`config.mk`:
```
export PLATFORM = sky130hd
export DESIGN_NAME = cook_timer_ctrl
export DESIGN_NICKNAME = d
export VERILOG_FILES = /design/src/rtl/cook_timer_ctrl.sv
export SDC_FILE = /design/constraint.sdc
export NUM_CORES = 1
export LEC_CHECK = 0
export BUFFER_PORTS_ARGS = -buffer_cell sky130_fd_sc_hd__buf_4
export CAP_MARGIN = 20
export CORE_UTILIZATION = 35
export DETAILED_ROUTE_END_ITERATION = 10
export GPL_TIMING_DRIVEN = 0
export HOLD_SLACK_MARGIN = 0.08
export PLACE_DENSITY = 0.47
export SETUP_SLACK_MARGIN = 0.05
export SLEW_MARGIN = 20
export SYNTH_ARGS = -nofsm -noshare
export SYNTH_HDL_FRONTEND = slang
export SYNTH_SLANG_ARGS = --single-unit
export TNS_END_PERCENT = 5
```
`constraint.sdc`:
```
create_clock -name clk -period 4.1 [get_ports clk]
set_input_delay 0.615 -clock clk [delete_from_list [all_inputs] [get_ports clk]]
set_output_delay 0.615 -clock clk [all_outputs]
set_load 0.005 [all_outputs]
```
`src/rtl/cook_timer_ctrl.sv`:
```
// Kitchen countdown timer: MM:SS preset entry, start/pause countdown,
// and an alarm that clears itself after ALARM_TICKS seconds or on any button.
//
// state | meaning
// ------+-------------------------------------------
// IDLE  | show preset, wait for set/start
// SET   | show preset, increment buttons edit it
// RUN   | count down one second per tick_sec
// PAUSE | count frozen, ticks ignored
// ALARM | show 00:00, alarm high until timeout/button
module cook_timer_ctrl #(
  parameter int ALARM_TICKS = 30
) (
  input  logic       clk,
  input  logic       reset_p,
  input  logic       tick_sec,
  input  logic       btn_start,
  input  logic       btn_set,
  input  logic       btn_inc_min,
  input  logic       btn_inc_sec,
  input  logic       btn_clear,
  output logic [3:0] min10,
  output logic [3:0] min1,
  output logic [3:0] sec10,
  output logic [3:0] sec1,
  output logic       alarm,
  output logic       running,
  output logic [2:0] state
);

  typedef enum logic [2:0] {
    ST_IDLE  = 3'd0,
    ST_SET   = 3'd1,
    ST_RUN   = 3'd2,
    ST_PAUSE = 3'd3,
    ST_ALARM = 3'd4
  } state_t;

  localparam int AW = (ALARM_TICKS < 2) ? 1 : $clog2(ALARM_TICKS + 1);
  localparam logic [AW-1:0] ATICK_LAST = AW'(ALARM_TICKS - 1);

  logic [2:0]    cur, nxt;
  logic [15:0]   preset, preset_nxt;
  logic [15:0]   count, count_nxt;
  logic [15:0]   disp_nxt;
  logic [AW-1:0] atick, atick_nxt;
  logic          any_btn;

  // BCD increment of a 00-59 field, wrapping 59 -> 00
  function automatic logic [7:0] inc60(input logic [7:0] v);
    logic [7:0] r;
    if (v[3:0] >= 4'd9) begin
      r = (v[7:4] >= 4'd5) ? 8'h00 : {v[7:4] + 4'd1, 4'd0};
    end else begin
      r = {v[7:4], v[3:0] + 4'd1};
    end
    return r;
  endfunction

  // One-second BCD decrement; only applied to a nonzero count
  function automatic logic [15:0] dec_mmss(input logic [15:0] c);
    logic [3:0] m10, m1, s10, s1;
    {m10, m1, s10, s1} = c;
    if (s1 != 4'd0) begin
      s1 = s1 - 4'd1;
    end else begin
      s1 = 4'd9;
      if (s10 != 4'd0) begin
        s10 = s10 - 4'd1;
      end else begin
        s10 = 4'd5;
        if (m1 != 4'd0) begin
          m1 = m1 - 4'd1;
        end else begin
          m1  = 4'd9;
          m10 = m10 - 4'd1;
        end
      end
    end
    return {m10, m1, s10, s1};
  endfunction

  assign any_btn = btn_start | btn_set | btn_inc_min | btn_inc_sec | btn_clear;

  always_comb begin
    nxt        = ST_IDLE;
    preset_nxt = preset;
    count_nxt  = count;
    atick_nxt  = atick;
    case (cur)
      ST_IDLE: begin
        nxt = ST_IDLE;
        if (btn_clear) begin
          nxt = ST_IDLE;
        end else if (btn_start && preset != 16'h0000) begin
          nxt       = ST_RUN;
          count_nxt = preset;
        end else if (btn_set) begin
          nxt = ST_SET;
        end
      end
      ST_SET: begin
        nxt = ST_SET;
        if (btn_clear || btn_start || btn_set) begin
          nxt = ST_IDLE;
        end else begin
          if (btn_inc_min) preset_nxt[15:8] = inc60(preset[15:8]);
          if (btn_inc_sec) preset_nxt[7:0]  = inc60(preset[7:0]);
        end
      end
      ST_RUN: begin
        nxt = ST_RUN;
        if (btn_clear) begin
          nxt = ST_IDLE;
        end else if (btn_start) begin
          nxt = ST_PAUSE;
        end else if (tick_sec) begin
          count_nxt = dec_mmss(count);
          if (count == 16'h0001) begin
            nxt       = ST_ALARM;
            atick_nxt = '0;
          end
        end
      end
      ST_PAUSE: begin
        nxt = ST_PAUSE;
        if (btn_clear) nxt = ST_IDLE;
        else if (btn_start) nxt = ST_RUN;
      end
      ST_ALARM: begin
        nxt = ST_ALARM;
        if (any_btn) begin
          nxt = ST_IDLE;
        end else if (tick_sec) begin
          if (atick == ATICK_LAST) nxt = ST_IDLE;
          else atick_nxt = atick + 1'b1;
        end
      end
      default: nxt = ST_IDLE;
    endcase
  end

  // Display is derived from next-state values so it lines up with the state register
  always_comb begin
    disp_nxt = 16'h0000;
    case (nxt)
      ST_IDLE, ST_SET:  disp_nxt = preset_nxt;
      ST_RUN, ST_PAUSE: disp_nxt = count_nxt;
      default:          disp_nxt = 16'h0000;
    endcase
  end

  always_ff @(posedge clk or posedge reset_p) begin
    if (reset_p) begin
      cur                        <= ST_IDLE;
      preset                     <= 16'h0000;
      count                      <= 16'h0000;
      atick                      <= '0;
      {min10, min1, sec10, sec1} <= 16'h0000;
      alarm                      <= 1'b0;
      running                    <= 1'b0;
      state                      <= ST_IDLE;
    end else begin
      cur                        <= nxt;
      preset                     <= preset_nxt;
      count                      <= count_nxt;
      atick                      <= atick_nxt;
      {min10, min1, sec10, sec1} <= disp_nxt;
      alarm                      <= (nxt == ST_ALARM);
      running                    <= (nxt == ST_RUN);
      state                      <= nxt;
    end
  end

endmodule

```
# After elaboration in Yosys (flattened, before gate mapping)
# Cells that the tools add are included.
classes:
  n_addsub: 9
  n_lt_le_gt_ge: 4
  eq_ne: 17
  n_mux: 46
  bitwise_logic: 4
  n_reduce_logical: 13
ops:
  columns: ["operator", "n"]
  rows:
  - ["16-bit two-way mux", 7]
  - ["16-bit case mux with 2 select lines", 2]
  - ["8-bit two-way mux", 6]
  - ["4-bit two-way mux", 9]
  - ["5-bit two-way mux", 7]
  - ["3-bit two-way mux", 7]
  - ["4-bit by 1-bit adder with 4-bit output, second input constant", 4]
  - ["16-bit by 1-bit == test with 1-bit output, second input constant", 1]
  - ["16-bit nonzero test", 1]
  - ["4-bit by 1-bit subtractor with 4-bit output, second input constant", 4]
  - ["3-bit case mux with 5 select lines", 1]
  - ["2-bit != test, second input constant", 7]
  - ["3-bit by 2-bit == test with 1-bit output, second input constant", 4]
  - ["4-bit nonzero test", 3]
  - ["5-bit case mux with 2 select lines", 1]
  - ["4-bit by 3-bit greater-or-equal comparator with 1-bit output, second input constant", 2]
  - ["4-bit greater-or-equal comparator, second input constant", 2]
  - ["8-bit AND reduction", 1]
  - ["3-bit by 1-bit == test with 1-bit output, second input constant", 2]
  - ["3-bit == test, second input constant", 2]
  - ["3-bit logical NOT", 2]
  - ["2-bit two-way mux", 3]
  - ["5-bit by 1-bit adder with 5-bit output, second input constant", 1]
  - ["5-bit == test, second input constant", 1]
  - ["other kinds (6)", 13]
totals:
  ff_bits: 58
  input_bits: 8
  out_inout_bits: 21
  word_cells: 103

# Logic depth before layout (Yosys ltp)
# Gate-level depths: netlist (run 1).
logic_depth:
  word_depth: 9
  mapped_depth: 10

# Worst setup path after synthesis (run 1)
# Ideal clock, no wire load.
synth_path:
  path_kind: "input port to flip-flop"
  startpoint: "in btn_start"
  endpoint: "reg min10[1]"
  arrival_time_ns: 2.196
  required_ns: 3.979
  slack_ns: 1.784
  stages: 7
  path_cell_list: "buf_6 > or3b_4 > buf_6 > o41ai_2 > o211ai_1 > a221o_1 > a22o_1"
synth_rtl:
  columns: ["element", "line", "text"]
  rows:
  - ["start: declaration", "17", "input logic btn_start,"]
  - ["1-bit logical AND", "95", "end else if (btn_start && preset != 16'h0000) begin"]
  - ["16-bit two-way mux", "95", null]
  - ["16-bit two-way mux", "93", "if (btn_clear) begin"]
  - ["16-bit case mux with 2 select lines (*)", "90", "case (cur)"]
  - ["via count_nxt[13]", "44", "logic [15:0] count, count_nxt;"]
  - ["16-bit case mux with 2 select lines (*)", "146", "case (nxt)"]
  - ["via disp_nxt[13]", "45", "logic [15:0] disp_nxt;"]
  - ["end signal: assignment", "168", "{min10, min1, sec10, sec1} <= disp_nxt;"]
  - ["end: declaration", "22", "output logic [3:0] min10,"]
# Mark *: on every way through the listed nets, which the timed path passes. The rest lies on a longest branch.
# A chain may end at the register's enable or synchronous reset.

# Worst setup path after layout (run 1)
layout_path:
  startpoint: "reg count[8]"
  endpoint: "reg min10[2]"
layout_between:
  elab_chain_len: 9
layout_lines:
  columns: ["element", "line", "text"]
  rows:
  - ["start: declaration", "44", null]
  - ["start signal: assignment", "166", "count <= count_nxt;"]
  - ["16-bit by 1-bit == test with 1-bit output (*)", "119", "if (count == 16'h0001) begin"]
  - ["3-bit two-way mux (*)", "119", null]
  - ["3-bit two-way mux (*)", "117", "end else if (tick_sec) begin"]
  - ["3-bit two-way mux (*)", "115", "end else if (btn_start) begin"]
  - ["3-bit two-way mux (*)", "113", "if (btn_clear) begin"]
  - ["3-bit case mux with 5 select lines (*)", "90", null]
  - ["via nxt[1]", "42", "logic [2:0] cur, nxt;"]
  - ["3-bit by 2-bit == test with 1-bit output (tied with other cells)", "146", null]
  - ["2-bit OR reduction", "146", null]
  - ["16-bit case mux with 2 select lines (*)", "146", null]
  - ["via disp_nxt[14]", "45", null]
# Marks and branches as above.

==> results_dict.tcl, run 1 <==
set metrics [dict create \
    drc 0 \
    die_h_um 102 \
    clock_sinks 58 \
    final_common_cell "dfrtp_1" \
    ys_seq_area_frac 0.415 \
    clk_latency_ns 0.35 \
    clock-root-buffer "clkbuf_8" \
    rsz0062_at_grt "no" \
    power.leakage_nw 1.78 \
    drtAntennaViolNets 0 \
    start_kind "flip-flop" \
    reg2reg_depth 9 \
    area_growth_pct 16.1 \
    synth.ff_latch_count 58 \
    ioPinCount 29 \
    slew_violations 0 \
    cts_tree "yes" \
    grt_max_degree 37 \
    coreArea_um2 9730 \
    cts_buffers 9 \
    syn_area_per_cell_um2 10.2 \
    finalNetCount 415 \
    dp_hpwl_um 7200 \
    avgViaCountPerCell 5.59 \
    rows 36 \
    globalplace.congestion 0.818 \
    start_util 0.359 \
    ys_types 68 \
    worstPathRequired_ns 4.33 \
    synth_nets 376 \
    grt_use_total 0.203 \
    regToRegSetupSlack_ns 1.24 \
    fin_setup_tns_ns 0 \
    diodes 0 \
    cap_viol_max_count 0 \
    grt_pass1_wl_um 15500 \
    synth_edf_count 0 \
    die_w_um 102 \
    setup_viol 0 \
    synth_top_area_share 0.415 \
    fin_crit_ns 2.86 \
    dp_slack_ns 1.25 \
    crit_type "flip-flop to flip-flop" \
    clock_path_buffers 2 \
    vias 2914 \
    power.total_mw 1.84 \
    portBuffers 27 \
    drtIter0Drc 168 \
    synthArstFlopShare 1.00 \
    hold_viol_final 0 \
    yosys_warnings 0 \
    endpoint_kind "flip-flop" \
    placed_cell_area_um2 3890 \
    hold_buffers 0 \
    mostFrequentLayoutCells "58 x dfrtp_1, 28 x buf_4, 27 x inv_1" \
    synth_ff_type "dfrtp_1" \
    final_util 0.417 \
    synth_area_leaders "dfrtp_1 42%, ha_1 8.6%, a22o_1 3.5%" \
    ctsHtreeMaxLevel 3 \
    arrival_ns 3.09 \
    postLayoutCellArea_um2 4060 \
    fin_ws_ns 1.24 \
    min_path_type "primary input to async pin" \
    fin_crit_sh 0.699 \
    grt_pass1_vias 2761 \
    synth_area_leader_cell "dfrtp_1" \
    vdd_ir_drop_max_mv 0.252 \
    status "finished, final reports clean" \
    fin_skew_ns 0.00855 \
    cts_setup_buffers 0 \
    wirelength_um 9790 \
    worst_pin_slew_ns 0.960 \
    postCtsResizedCells 0 \
    cts.clk_slew.worst_paths_ns 0.07 \
    power_density_nw_per_um2 452 \
    drive_above_1_share 0.180 \
    synth_area_um2 3500 \
    fmax_mhz 349 \
    slew_headroom 0.358 \
    die_area_um2 10400 \
    gr-total-overflow 0 \
    path_max_fanout 10 \
    syn_inst 344 \
    dr.pass1.iters 5 \
    wire_per_inst_um 18.8 \
    antenna_found_initial 0 \
]
-- stage by stage --
stage          hold slack (ns)  instances
6_report                 0.229        521
5_1_grt                  0.251        521
4_1_cts                  0.224        521
3_5_place_dp             0.489        505
3_3_place_gp             0.489        504
2_1_floorplan            0.453        344
-- layout make-up --
type | count | area (µm²)
clock inverters | 5 | 30.0
plain buffers | 15 | 88.8
inverters | 29 | 111
clock buffers | 11 | 141
repair buffers | 28 | 223
well taps | 133 | 166
multi-input cells | 242 | 1850
fillers | 982 | 5670
flip-flops and latches | 58 | 1450
-- cell usage after synthesis, types with 2 or more instances --
library cell	number
dfrtp_1	58
inv_1	28
ha_1	24
o21ai_0	19
nand2_1	17
nor2_1	17
a22o_1	14
nand3_1	12
a221o_1	11
nand4_1	10
o31ai_1	10
nor3_1	8
nor3b_1	8
a21oi_1	7
a41oi_1	6
clkbuf_1	6
nand2b_1	5
o41ai_1	5
buf_2	4
o211ai_1	4
a32o_1	3
and3_1	3
buf_6	3
nor2b_1	3
nor4_1	3
or3_1	3
a211oi_1	2
a21o_1	2
and2_1	2
nor4b_2	2
nor4bb_1	2
o2111ai_1	2
o22ai_1	2
o31a_1	2
o32ai_1	2
or3b_2	2
xor2_1	2
-- critical path, cell delays in order, from the launching register on --
cell     delay, ns
dfrtp_1       0.41
inv_1         0.08
ha_1          0.24
nor3b_2       0.35
nand4_1       0.21
or4_4         0.49
a31oi_4       0.36
inv_2         0.17
buf_6         0.20
a22o_1        0.22
-- worst paths after layout --
check | startpoint | to
setup / recovery | count[8] | min10[2]
hold / removal | reset_p | sec1[2]
setup reg to reg | count[8] | min10[2]
hold reg to reg | atick[4] | atick[4]
max in group asynchronous | reset_p | preset[11]
min in group clk | atick[4] | atick[4]
-- flip-flops by register name (all words and copies together) (netlist names) --
name	flops
alarm	1
atick	5
count	16
cur	3
min1	4
min10	4
preset	16
running	1
sec1	4
sec10	4
-- kinds of logic (layout without fill, tap and decap cells) --
kind of cell | Yosys count | after routing | synth area share
buffers and inverters | 44 | 88 | 0.0565
adders and majority gates | 24 | 24 | 0.0859
AOI/OAI and AO/OA | 103 | 103 | 0.234
and+or+nand+nor | 111 | 111 | 0.198
xor gates and xnor gates | 2 | 2 | 0.00501
DFF | 58 | 58 | 0.415
muxes | 2 | 2 | 0.00608
-- power by group --
part	internal (mW)	switching (mW)	leakage [nW]	total [mW]
clock	0.232	0.238	0.0851	0.470
combinational	0.255	0.337	0.965	0.592
sequential	0.671	0.102	0.729	0.773
-- metal layers --
| metal | up-vias | GRT usage | share of wire |
|---|---|---|---|
| met1 | 1427 | 0.294 | 0.50 |
| met2 | 72 | 0.298 | 0.44 |
| met3 | 17 | 0.0335 | 0.040 |
| li1 | 1398 | - | - |
| met4 | 0 | 0.0846 | 0.018 |
| met5 | - | 0 | 0 |
(Power assumes the default switching activity.)
==> run 2, diff against run 1 <==
- ABC_AREA: default -> 1
- PLACE_DENSITY: 0.47 -> 0.49
- clock period: 4.1 -> 2.35 ns (I/O delays scaled with it)
==> results_dict.tcl, run 2 <==
set metrics [dict create \
    synth_area_um2 3940 \
    power.leakage_nw 2.29 \
    rows 38 \
    mostFrequentLayoutCells "132 x nand2_1, 76 x nand3_1, 58 x dfrtp_1" \
    slew_violations 0 \
    synth_area_leaders "dfrtp_1 37%, nand2_1 13%, nand3_1 9.9%" \
    timing.critical_path.from "count[4]" \
    wirelength_um 10700 \
    ys_types 36 \
    drive_above_1_share 0.228 \
    vias 3444 \
    cts.clk_slew.worst_paths_ns 0.07 \
    antenna_found_initial 0 \
    cap_viol_max_count 0 \
    fin_crit_sh 0.904 \
    regArea_um2 1450 \
    globalplace.congestion 0.829 \
    critPathCapture "min1[0]" \
    status "finished, final reports clean" \
    path_max_fanout 10 \
    grt_max_degree 35 \
    start_kind "flip-flop" \
    cts_tree "yes" \
    clk_latency_ns 0.35 \
    synthTopCellsByCount "132 x nand2_1, 78 x nand3_1, 58 x dfrtp_1" \
    die_h_um 108 \
    worstPathRequired_ns 2.58 \
    clock-root-buffer "clkbuf_8" \
    power_density_nw_per_um2 927 \
    power_frac_clock 0.196 \
    final_common_cell "nand2_1" \
    reg2reg_depth 12 \
    reg_top3 "count x16, preset x16, atick x5" \
    arrival_ns 2.36 \
    worst_pin_slew_ns 0.551 \
    ioPinCount 29 \
    power.internal_mw 2.39 \
    diodes 0 \
    multi_input_area_um2 2160 \
    synth_edf_count 0 \
    clock_path_buffers 2 \
    portBuffers 27 \
    p_seq_frac 0.376 \
    grt_pass1_wl_um 17300 \
    synth_area_leader_cell "dfrtp_1" \
    hold_viol_final 0 \
    dp_hpwl_um 7890 \
    pwr-share-comb 0.428 \
    rr_startpoint "count[4]" \
    yosys_warnings 0 \
    synth_nets 540 \
    crit_type "flip-flop to flip-flop" \
    rsz0062_at_grt "no" \
    endpoint_kind "flip-flop" \
    p_sw_mw 1.82 \
    start_util 0.362 \
    dr.pass1.iters 4 \
    grt_pass1_vias 3303 \
    vdd_ir_drop_max_mv 0.419 \
    grt_use_total 0.199 \
    avgViaCountPerCell 4.97 \
    clock_sinks 58 \
    gr-total-overflow 0 \
    cts_buffers 9 \
    die_area_um2 11700 \
    drc 0 \
    reg2reg_to "min1[0]" \
    drtIter0Drc 181 \
    synthArstFlopShare 1.00 \
    fin_crit_ns 2.12 \
    fin_skew_ns 0.0119 \
    coreArea_um2 10900 \
    ys_seq_area_frac 0.368 \
    fmax_mhz 471 \
    slew_headroom 0.632 \
    regToRegSetupSlack_ns 0.23 \
    area_growth_pct 15.3 \
    finalNetCount 580 \
    drtAntennaViolNets 0 \
    syn_area_per_cell_um2 7.76 \
    yosysMostFrequentCell "nand2_1" \
    syn_inst 508 \
    die_w_um 108 \
    setup_viol 0 \
    ctsHtreeMaxLevel 3 \
    placed_cell_area_um2 4340 \
    synth_top_area_share 0.368 \
    wire_per_inst_um 15.4 \
    fin_setup_tns_ns 0 \
    min_path_type "primary input to flip-flop" \
    fillers 1144 \
    postLayoutCellArea_um2 4540 \
    synth_ff_type "dfrtp_1" \
    sw_frac_of_total 0.432 \
    synth.ff_latch_count 58 \
]
run 2: area by class of cell:
type	count	area share
sequential	58	0.319
multi-input combinational	370	0.476
clock buffer	11	0.0311
buffer	11	0.0171
inverter	69	0.0598
clock inverter	5	0.00661
tap	140	0.0386
timing repair buffer	29	0.0512
run 2: power by group through the flow:
stage	logic, mW	registers, mW	clock network (mW)
global placement	1.77	1.59	0
global route	2.07	1.63	0.907
CTS	1.80	1.58	0.860
floorplan	1.26	1.55	0
detailed placement	1.79	1.60	0
finish	1.80	1.58	0.827
run 2: critical path: stages (launching register included):
cell,delay (ns)
dfrtp_1,0.42
inv_1,0.09
ha_1,0.20
nand2_1,0.11
nor2_4,0.18
nand2_1,0.11
nor3_4,0.16
nand2_1,0.09
nand2_2,0.08
nand2_4,0.12
buf_2,0.26
nand2_1,0.12
nand2_1,0.06
run 2: cell families after synthesis:
| kind of cell | after synthesis | share of synthesized area |
|---|---|---|
| and+or+nand+nor | 295 | 0.391 |
| buffers and inverters | 80 | 0.0873 |
| DFF | 58 | 0.368 |
| AOI/OAI and AO/OA | 49 | 0.0730 |
| adders and majority gates | 24 | 0.0762 |
| xor gates and xnor gates | 2 | 0.00445 |
run 2: worst min-delay path by stage:
| stage | startpoint | end | cells past startpoint |
|---|---|---|---|
| 2_1_floorplan | preset[6] | preset[6] | 2 |
| 5_1_grt | btn_set | cur[0] | 3 |
| 4_1_cts | btn_set | cur[0] | 3 |
| 6_report | btn_set | cur[0] | 3 |
| 3_3_place_gp | count[13] | count[13] | 2 |
| 3_5_place_dp | reset_p | sec10[2] | 2 |
run 2: per-layer routing:
metal,global-route usage,wire [µm],up-vias
li1,-,-,1738
met1,0.274,5360,1634
met2,0.304,4680,51
met3,0.0422,387,21
met4,0.0744,255,0
met5,0,0,-
run 2: through the flow:
stage          setup slack (ns)  std cells  utilization  power, mW  hold WS, ns
3_3_place_gp             -0.357        675        0.397       3.36        0.511
2_1_floorplan             0.570        508            -       2.81        0.484
3_5_place_dp             0.0475        676        0.399       3.38        0.358
6_report                  0.227        693        0.417       4.21        0.348
4_1_cts                  0.0974        693        0.416       4.24        0.351
5_1_grt                  0.0546        693        0.417       4.61        0.365
run 2: what timing repair did:
| action | in CTS | in global routing |
|---|---|---|
| endpoints found under the hold margin | 24 | 0 |
| setup buffers | 0 | 0 |
| endpoints found under the setup margin | 9 | 16 |
| gates resized for setup | 1 | 6 |
| hold buffers | 1 | 0 |
